[src/rtl/bus_dma_arbiter_pkg.sv]
// Shared definitions for the 6510 bus/DMA arbiter: FSM states, bus-owner encoding and
// the pointer-width helper used by the arbiter and its round-robin picker.
package bus_arb_pkg;

  typedef enum logic [1:0] {
    ST_IDLE    = 2'd0,
    ST_STALL   = 2'd1,
    ST_GRANT   = 2'd2,
    ST_RELEASE = 2'd3
  } arb_state_e;

  localparam int OWNER_W = 3;
  localparam logic [OWNER_W-1:0] OWNER_CPU = '0;

  // A single requester still needs a one-bit pointer to keep port widths legal.
  function automatic int ptr_width(input int n);
    return (n > 1) ? $clog2(n) : 1;
  endfunction

endpackage

[src/rtl/bus_dma_arbiter_if.sv]
// Bus-side signals of the arbiter: DMA requests in, grants and 6510 control lines out.
interface bus_dma_arbiter_if #(
  parameter int NREQ = 2
);

  logic [NREQ-1:0]                     req;
  logic [NREQ-1:0]                     gnt;
  logic                                cpu_rdy;
  logic                                cpu_aec;
  logic                                ph2;
  logic [bus_arb_pkg::OWNER_W-1:0]     bus_owner;
  logic                                busy;

  modport master (
    input  req,
    output gnt, cpu_rdy, cpu_aec, ph2, bus_owner, busy
  );

  modport slave (
    output req,
    input  gnt, cpu_rdy, cpu_aec, ph2, bus_owner, busy
  );

endinterface

[src/rtl/bus_dma_arbiter_rr_pick.sv]
// Combinational round-robin picker: first set request at or after ptr_i, wrapping.
module rr_pick #(
  parameter int NREQ = 2,
  parameter int PW   = 1
) (
  input  logic [NREQ-1:0] req_i,
  input  logic [PW-1:0]   ptr_i,
  output logic [NREQ-1:0] gnt_oh_o,
  output logic [PW-1:0]   idx_o,
  output logic            valid_o
);

  logic [NREQ-1:0] rot;
  int              sum;

  always_comb begin
    valid_o  = 1'b0;
    idx_o    = '0;
    gnt_oh_o = '0;
    sum      = 0;
    // Rotate so the pointer position lands at bit 0, then take the lowest set bit.
    rot      = NREQ'({req_i, req_i} >> ptr_i);
    for (int i = 0; i < NREQ; i++) begin
      if (!valid_o && rot[i]) begin
        valid_o = 1'b1;
        sum     = int'(ptr_i) + i;
        if (sum >= NREQ) sum = sum - NREQ;
        idx_o   = PW'(sum);
      end
    end
    if (valid_o) gnt_oh_o = NREQ'(1) << idx_o;
  end

endmodule

[src/rtl/bus_dma_arbiter.sv]
// Shares the 6510 bus with NREQ DMA requesters using the C64-style RDY-then-AEC steal
// sequence, round-robin arbitration and a generated PH2 (one bus cycle = 2 clk).
module bus_dma_arbiter
  import bus_arb_pkg::*;
#(
  parameter int NREQ        = 2,
  parameter int STEAL_DELAY = 3,
  parameter int MAX_BURST   = 40,
  parameter int CW          = 6
) (
  input  logic               clk,
  input  logic               rst,
  bus_dma_arbiter_if.master  bus
);

  localparam int PW = ptr_width(NREQ);
  localparam logic [CW-1:0] STALL_LOAD = (STEAL_DELAY > 0) ? CW'(STEAL_DELAY - 1) : '0;
  localparam logic [CW-1:0] BURST_LOAD = CW'(MAX_BURST - 1);

  arb_state_e           state_q;
  logic                 ph2_q;
  logic [CW-1:0]        cnt_q;
  logic [PW-1:0]        ptr_q;
  logic [PW-1:0]        win_idx_q;
  logic [NREQ-1:0]      win_oh_q;
  logic [NREQ-1:0]      gnt_q;
  logic                 rdy_q;
  logic                 aec_q;
  logic [OWNER_W-1:0]   owner_q;
  logic                 busy_q;

  logic [NREQ-1:0]      pick_oh;
  logic [PW-1:0]        pick_idx;
  logic                 pick_vld;
  logic [PW-1:0]        ptr_d;
  logic                 req_win;

  rr_pick #(
    .NREQ (NREQ),
    .PW   (PW)
  ) u_pick (
    .req_i    (bus.req),
    .ptr_i    (ptr_q),
    .gnt_oh_o (pick_oh),
    .idx_o    (pick_idx),
    .valid_o  (pick_vld)
  );

  function automatic logic [OWNER_W-1:0] owner_of(input logic [PW-1:0] idx);
    return OWNER_W'(idx) + OWNER_W'(1);
  endfunction

  assign ptr_d   = (int'(pick_idx) == NREQ - 1) ? '0 : pick_idx + PW'(1);
  assign req_win = |(bus.req & win_oh_q);

  // The posedge at which ph2 is high ends the bus cycle; only then does anything but ph2 move.
  always_ff @(posedge clk) begin
    if (rst) begin
      ph2_q     <= 1'b0;
      state_q   <= ST_IDLE;
      cnt_q     <= '0;
      ptr_q     <= '0;
      win_idx_q <= '0;
      win_oh_q  <= '0;
      gnt_q     <= '0;
      rdy_q     <= 1'b1;
      aec_q     <= 1'b1;
      owner_q   <= OWNER_CPU;
      busy_q    <= 1'b0;
    end else begin
      ph2_q <= ~ph2_q;
      if (ph2_q) begin
        case (state_q)
          ST_IDLE: begin
            if (pick_vld) begin
              win_idx_q <= pick_idx;
              win_oh_q  <= pick_oh;
              ptr_q     <= ptr_d;
              rdy_q     <= 1'b0;
              busy_q    <= 1'b1;
              if (STEAL_DELAY == 0) begin
                state_q <= ST_GRANT;
                aec_q   <= 1'b0;
                gnt_q   <= pick_oh;
                owner_q <= owner_of(pick_idx);
                cnt_q   <= BURST_LOAD;
              end else begin
                state_q <= ST_STALL;
                cnt_q   <= STALL_LOAD;
              end
            end
          end
          ST_STALL: begin
            // The winner is committed even if its request drops while the CPU drains.
            if (cnt_q == '0) begin
              state_q <= ST_GRANT;
              aec_q   <= 1'b0;
              gnt_q   <= win_oh_q;
              owner_q <= owner_of(win_idx_q);
              cnt_q   <= BURST_LOAD;
            end else begin
              cnt_q <= cnt_q - CW'(1);
            end
          end
          ST_GRANT: begin
            if (!req_win || cnt_q == '0) begin
              state_q <= ST_RELEASE;
              gnt_q   <= '0;
              aec_q   <= 1'b1;
              owner_q <= OWNER_CPU;
            end else begin
              cnt_q <= cnt_q - CW'(1);
            end
          end
          ST_RELEASE: begin
            state_q <= ST_IDLE;
            rdy_q   <= 1'b1;
            busy_q  <= 1'b0;
          end
          default: state_q <= ST_IDLE;
        endcase
      end
    end
  end

  assign bus.gnt       = gnt_q;
  assign bus.cpu_rdy   = rdy_q;
  assign bus.cpu_aec   = aec_q;
  assign bus.ph2       = ph2_q;
  assign bus.bus_owner = owner_q;
  assign bus.busy      = busy_q;

endmodule
[src/flat_wrapper.sv]
// flat-port wrapper written by rule: the top's interface ports become plain ports
module bus_dma_arbiter_flat import bus_arb_pkg::*;
#(
  parameter int NREQ        = 2,
  parameter int STEAL_DELAY = 3,
  parameter int MAX_BURST   = 40,
  parameter int CW          = 6
)
  (clk, rst, bus_req, bus_gnt, bus_cpu_rdy, bus_cpu_aec, bus_ph2, bus_bus_owner, bus_busy);
  bus_dma_arbiter_if #(.NREQ(NREQ)) bus_i ();
  input  logic clk;
  input  logic rst;
  input wire logic [$bits(bus_i.req)-1:0] bus_req;
  output wire logic [$bits(bus_i.gnt)-1:0] bus_gnt;
  output wire logic [$bits(bus_i.cpu_rdy)-1:0] bus_cpu_rdy;
  output wire logic [$bits(bus_i.cpu_aec)-1:0] bus_cpu_aec;
  output wire logic [$bits(bus_i.ph2)-1:0] bus_ph2;
  output wire logic [$bits(bus_i.bus_owner)-1:0] bus_bus_owner;
  output wire logic [$bits(bus_i.busy)-1:0] bus_busy;
  assign bus_i.req = bus_req;
  assign bus_gnt = bus_i.gnt;
  assign bus_cpu_rdy = bus_i.cpu_rdy;
  assign bus_cpu_aec = bus_i.cpu_aec;
  assign bus_ph2 = bus_i.ph2;
  assign bus_bus_owner = bus_i.bus_owner;
  assign bus_busy = bus_i.busy;
  bus_dma_arbiter #(.NREQ(NREQ), .STEAL_DELAY(STEAL_DELAY), .MAX_BURST(MAX_BURST), .CW(CW)) u_core (.clk(clk), .rst(rst), .bus(bus_i));
endmodule
[config.mk]
export PLATFORM = sky130hd
export DESIGN_NAME = bus_dma_arbiter_flat
export DESIGN_NICKNAME = d
export VERILOG_FILES = /design/src/rtl/bus_dma_arbiter_pkg.sv /design/src/rtl/bus_dma_arbiter_if.sv /design/src/rtl/bus_dma_arbiter_rr_pick.sv /design/src/rtl/bus_dma_arbiter.sv /design/src/flat_wrapper.sv
export SDC_FILE = /design/constraint.sdc
export NUM_CORES = 1
export LEC_CHECK = 0
export BUFFER_PORTS_ARGS = -buffer_cell sky130_fd_sc_hd__buf_2
export CAP_MARGIN = 20
export CORE_MARGIN = 2
export CORE_UTILIZATION = 55
export DETAILED_ROUTE_END_ITERATION = 6
export HOLD_SLACK_MARGIN = 0.02
export PLACE_DENSITY = 0.74
export SLEW_MARGIN = 20
export SYNTH_ARGS = -nofsm -noshare
export SYNTH_HDL_FRONTEND = slang
export SYNTH_SLANG_ARGS = --single-unit
[constraint.sdc]
create_clock -name clk -period 2.6 [get_ports clk]
set_input_delay 0.13 -clock clk [delete_from_list [all_inputs] [get_ports clk]]
set_output_delay 0.13 -clock clk [all_outputs]
set_load 0.05 [all_outputs]
After elaboration in Yosys (flattened, before gate mapping)
Index checks and enable logic that the tools add are counted.
{"block": "word_totals", "regBits": 21, "latch_bits": 0, "mem_bits_rw": 0, "mem_bits_ro": 0, "inputBits": 4, "output_inout_bits": 9, "word_cells": 73, "n_memories": 0}
{"block": "op_classes", "addsub": 6, "multipliers": 0, "n_div": 0, "magnitude_cmp": 2, "n_eq_ne": 7, "shifts": 2, "n_mux": 28, "bitwise": 2, "n_reduce_logical": 15}
{"operator": "2-to-1 mux 6 bit", "n": 3}
{"operator": "case mux 6 bit (3 select lines)", "n": 1}
{"operator": "AND reduction 4 bit", "n": 3}
{"operator": "2-to-1 mux 1 bit", "n": 11}
{"operator": "2-to-1 mux 2 bit", "n": 5}
{"operator": "case mux 2 bit (4 select lines)", "n": 1}
{"operator": "logical NOT 6 bit", "n": 1}
{"operator": "2-to-1 mux 3 bit", "n": 2}
{"operator": "inequality test 2 x 1 -> 1 bit, second input constant", "n": 3}
{"operator": "case mux 1 bit (2 select lines)", "n": 3}
{"operator": "case mux 3 bit (2 select lines)", "n": 1}
{"operator": "AND reduction 3 bit", "n": 2}
{"operator": "subtractor 6 x 1 -> 6 bit, second input constant", "n": 1}
{"operator": "adder 1 x 1 -> 2 bit, second input constant", "n": 2}
{"operator": "equality test 2 bit, second input constant", "n": 2}
{"operator": "case mux 2 bit (2 select lines)", "n": 1}
{"operator": "nonzero test 2 bit", "n": 2}
{"operator": ">> shifter 4 x 1 -> 2 bit", "n": 1}
{"operator": "nonzero test 3 bit", "n": 1}
{"operator": "AND 2 bit", "n": 1}
{"operator": "equality test 2 x 1 -> 1 bit, second input constant", "n": 1}
{"operator": "greater-or-equal comparator 1 x 2 -> 1 bit, second input constant", "n": 1}
{"operator": "greater-or-equal comparator 2 bit, second input constant", "n": 1}
{"operator": "logical NOT 1 bit", "n": 2}
{"operator": "other kinds (9)", "n": 10}

Depth between registers and ports, before layout
{"block": "depth", "ltp_word": 7, "ltp_mapped": 7, "depth_no_buf": 6}

Hierarchy
A second synthesis with hierarchy kept.
{"block": "hier_totals", "hier_cells": 126, "hier_area_um2": 1094.8}
{"module": "bus_dma_arbiter", "instances": 1, "cells_per_inst": 121, "area_per_inst_um2": 1062.3}
{"module": "rr_pick", "instances": 1, "cells_per_inst": 5, "area_per_inst_um2": 32.5}

Least setup slack after synthesis
OpenSTA, ideal clock, no wires.
{"block": "synth_timing", "path_kind": "flip-flop to flip-flop", "startpoint": "reg u_core.cnt_q[0]", "endpoint": "reg u_core.owner_q[0] (netlist: u_core.bus.bus_owner[0])", "setup_ps": 121, "t_arrival_ps": 1808, "required_time_ps": 2479, "path_slack_ps": 672, "stages_incl_launch_ff": 7, "synth_period_minus_slack_ps": 1928, "path_cell_list": "dfxtp_1 > inv_1 > ha_1 > or4b_4 > or2_4 > a21oi_4 > mux2_2"}
{"block": "synth_via", "elab_chain_cells": 4, "elab_cells_between_ends": 5, "classes_between": "2 x eq/ne; 3 x reduce/logical"}
{"element": "from (decl)", "line_no": "bus_dma_arbiter.sv:22", "rtl": "logic [CW-1:0] cnt_q;"}
{"element": "from (signal assigned)", "line_no": "bus_dma_arbiter.sv:102", "rtl": "cnt_q <= cnt_q - CW'(1);"}
{"element": "from (signal assigned)", "line_no": "bus_dma_arbiter.sv:112", "rtl": "cnt_q <= cnt_q - CW'(1);"}
{"element": "logical NOT 6 bit *", "line_no": "bus_dma_arbiter.sv:95, bus_dma_arbiter.sv:106"}
{"element": "logical OR 1 bit", "line_no": "bus_dma_arbiter.sv:106", "rtl": "if (!req_win || cnt_q == '0) begin"}
{"element": "inequality test 2 x 1 -> 1 bit (no line)"}
{"element": "AND reduction 4 bit (no line) *"}
{"element": "to (signal assigned)", "line_no": "bus_dma_arbiter.sv:85", "rtl": "owner_q <= owner_of(pick_idx);"}
{"element": "to (signal assigned)", "line_no": "bus_dma_arbiter.sv:99", "rtl": "owner_q <= owner_of(win_idx_q);"}
{"element": "to (decl)", "line_no": "bus_dma_arbiter.sv:29", "rtl": "logic [OWNER_W-1:0] owner_q;"}
Every way passes the cells marked *; elsewhere a longest branch is shown, timed or not.
A chain may end at the register's enable or synchronous reset.

Worst setup path after layout
Same ends and word-level chain as after synthesis.

==> reports/qor.yml <==
clock_tree:
  cts_resized: 0
  holdBufCountCts: 0
  path_clk_slew_ns: 0.09
  clkLatencyLatePin_ns: 0.29
  cts_setup_buffers: 0
  htree_levels: 1
  cts_tree: "done"
  clock_path_buffers: 2
  cts_sinks: 17
  cts_buffers: 3
  clockRootBuffer: "clkbuf_4"
placement:
  gp_congestion: 0.822
  port_buffers: 11
  dp_cells: 143
  dp_hpwl_um: 1420
worst_setup_path:
  arrival_ns: 2.23
  critical_path_class: "flop to flop"
  worstPathCellList: "inv_1 > ha_1 > or4b_4 > or2_4 > a21oi_4 > mux2_2"
  max_stage_delay_ns: 0.51
  critical_path.max_fanout: 5
  required_ns: 2.79
  critPathCaptureType: "flop"
  crit_slowest_cell: "or4b_4"
  startpoint_type: "flop"
timing:
  relSlewSlack_pct: 66.6
  fin_tns_setup_ns: 0
  setup-violations-final: 0
  rsz0062_at_grt: "false"
  finalCritPeriodShare_pct: 78.5
  worstMarginPinSlew_ns: 0.495
  finalHoldViolCount: 0
  fin_crit_ns: 2.04
  finClkSkew_ns: 0.00208
  max_freq_ghz: 0.490
  drv_slew: 0
route:
  firstDrtPassIters: 4
  num_vias: 845
  wirelength_um: 1900
  via_per_inst: 5.75
  drc: 0
  drtIter0Drc: 28
  wl_per_cell_um: 12.9
  ant_nets: 0
final_layout:
  nNetsFinal: 132
  final_cell_mix: "dfxtp_1 (17), nand2_1 (12), buf_2 (11)"
  multiInputGateArea_um2: 596
  layout-drive-gt1-share_pct: 17.2
  area_delta_synth_final_pct: 7.81
  final_cells: 147
  final_common_cell: "dfxtp_1"
  regArea_um2: 340
  antenna_cells: 0
  fillCellCount: 160
power_and_ir_drop:
  p_per_area_nw_per_um2: 550
  peakVddDrop_v: 0.000348
  leakage_nw: 0.437
yosys:
  synthesis.area_um2: 993
  ys_async_sr_fraction_pct: 0
  synth_nets: 123
  ys_seq_area_share_pct: 34.3
  yosysWarnings: 0
  avgSynthCellArea_um2: 8.71
  netlist_instances: 114
  ys_ff_latch: 17
  synth-edff-count: 0
  ys.flop_type: "dfxtp_1"
  synth_cell_types: 41
floorplanning:
  start_util_pct: 58.2
  die_y_um: 46.5
  ios: 13
  fp.dieW_um: 46.5
  fp.coreArea_um2: 1710
  fp-row-count: 15
  dieArea_um2: 2160
status:
  status: "complete, no violations"
min_path:
  min_path_type: "input pin to flop"
global_route:
  antenna_found_initial: 0
  gr-usage-all-layers_pct: 21.4
  grt_max_degree: 14
  grt_pass1_wl_um: 3280
  grt_pass1_vias: 774
  globalRouteOverflowTotal: 0
flow_run:
  drv_cap: 0
-- stage by stage --
step	hold slack, ns	power, mW	util [%]	setup WS, ns	instance area [um^2]
CTS	0.165	0.589	62.7	0.546	1070
global placement	0.447	0.450	61.2	0.615	1040
detailed placement	0.461	0.453	61.2	0.568	1040
global route	0.167	0.622	62.7	0.447	1070
floorplan	0.321	0.422	-	0.672	993
finish	0.154	0.589	62.7	0.558	1070
-- where the power goes --
group	total, mW	switching, mW	leakage [nW]	internal, mW
Clock	0.140	0.0804	0.0150	0.0597
Combinational	0.160	0.102	0.283	0.0585
Sequential	0.289	0.0134	0.139	0.275
Total	0.589	0.195	0.437	0.393
-- flip-flops by register name, summed over array words and instances, names as in the netlist --
name and cells:
u_core.bus.bus_owner 2, u_core.bus.busy 1, u_core.bus.cpu_aec 1, u_core.bus.cpu_rdy 1
u_core.bus.gnt 1, u_core.bus.ph2 1, u_core.cnt_q 6, u_core.ptr_q 1
u_core.state_q 2, u_core.win_oh_q 1
-- synth_stat cells (3+ instances only) --
| cell type | number | area, um^2 |
|---|---|---|
| dfxtp_1 | 17 | 340 |
| nand2_1 | 12 | 45.0 |
| nor2_1 | 8 | 30.0 |
| mux2i_1 | 7 | 70.1 |
| o21ai_0 | 7 | 35.0 |
| inv_1 | 6 | 22.5 |
| ha_1 | 5 | 62.6 |
| clkbuf_1 | 4 | 15.0 |
| a21oi_1 | 3 | 15.0 |
| a31oi_1 | 3 | 18.8 |
| nand3b_1 | 3 | 22.5 |
| nor2b_1 | 3 | 18.8 |
| nor3_1 | 3 | 15.0 |
-- area by class of cell --
cell class	instances	area share, %
multi-input cells	84	55.6
flip-flops and latches	17	31.8
repair buffers	11	5.14
well taps	25	2.92
clock buffers	4	2.45
inverters	6	2.10
-- path summary, 6_finish.rpt --
kind	startpoint	end	slack, ns	cells past startpoint
max	u_core.cnt_q[0]$_SDFFE_PP0P_	u_core.bus.bus_owner[0]$_SDFFE_PP0P_	0.56	6
min	rst	u_core.bus.ph2$_SDFF_PP0_	0.15	2
max reg2reg	u_core.cnt_q[0]$_SDFFE_PP0P_	u_core.bus.bus_owner[0]$_SDFFE_PP0P_	0.56	6
min reg2reg	u_core.bus.gnt[0]$_SDFFE_PP0P_	u_core.bus.gnt[0]$_SDFFE_PP0P_	0.47	2
-- worst max-delay path, delay by kind of cell (launching register included) --
family                   cells  cell delay (ns)
flip-flops                   1             0.33
adder cells (fa/ha/maj)      1             0.19
buffers and inverters        1             0.07
AND/OR/NAND/NOR              2             0.79
AO/OA/AOI/OAI                1             0.21
multiplexers                 1             0.35
-- cell families (layout without fill, tap and decap cells) --
| group | after synthesis | after routing | share of synthesized area (%) |
|---|---|---|---|
| and+or+nand+nor | 37 | 37 | 20.3 |
| muxes | 8 | 8 | 8.19 |
| DFF | 17 | 17 | 34.3 |
| AOI/OAI and AO/OA | 33 | 33 | 24.8 |
| adders and majority gates | 5 | 5 | 6.30 |
| other | 1 | 1 | 0.377 |
| buffers and inverters | 13 | 21 | 5.79 |
-- routing by layer --
layer	track usage [%]	vias up	wire length, um
met5	0	-	0
met4	11.4	0	45
met3	3.53	7	68
met2	33.6	19	856
met1	27.5	397	926
li1	-	422	-
(Power assumes the default switching activity.)
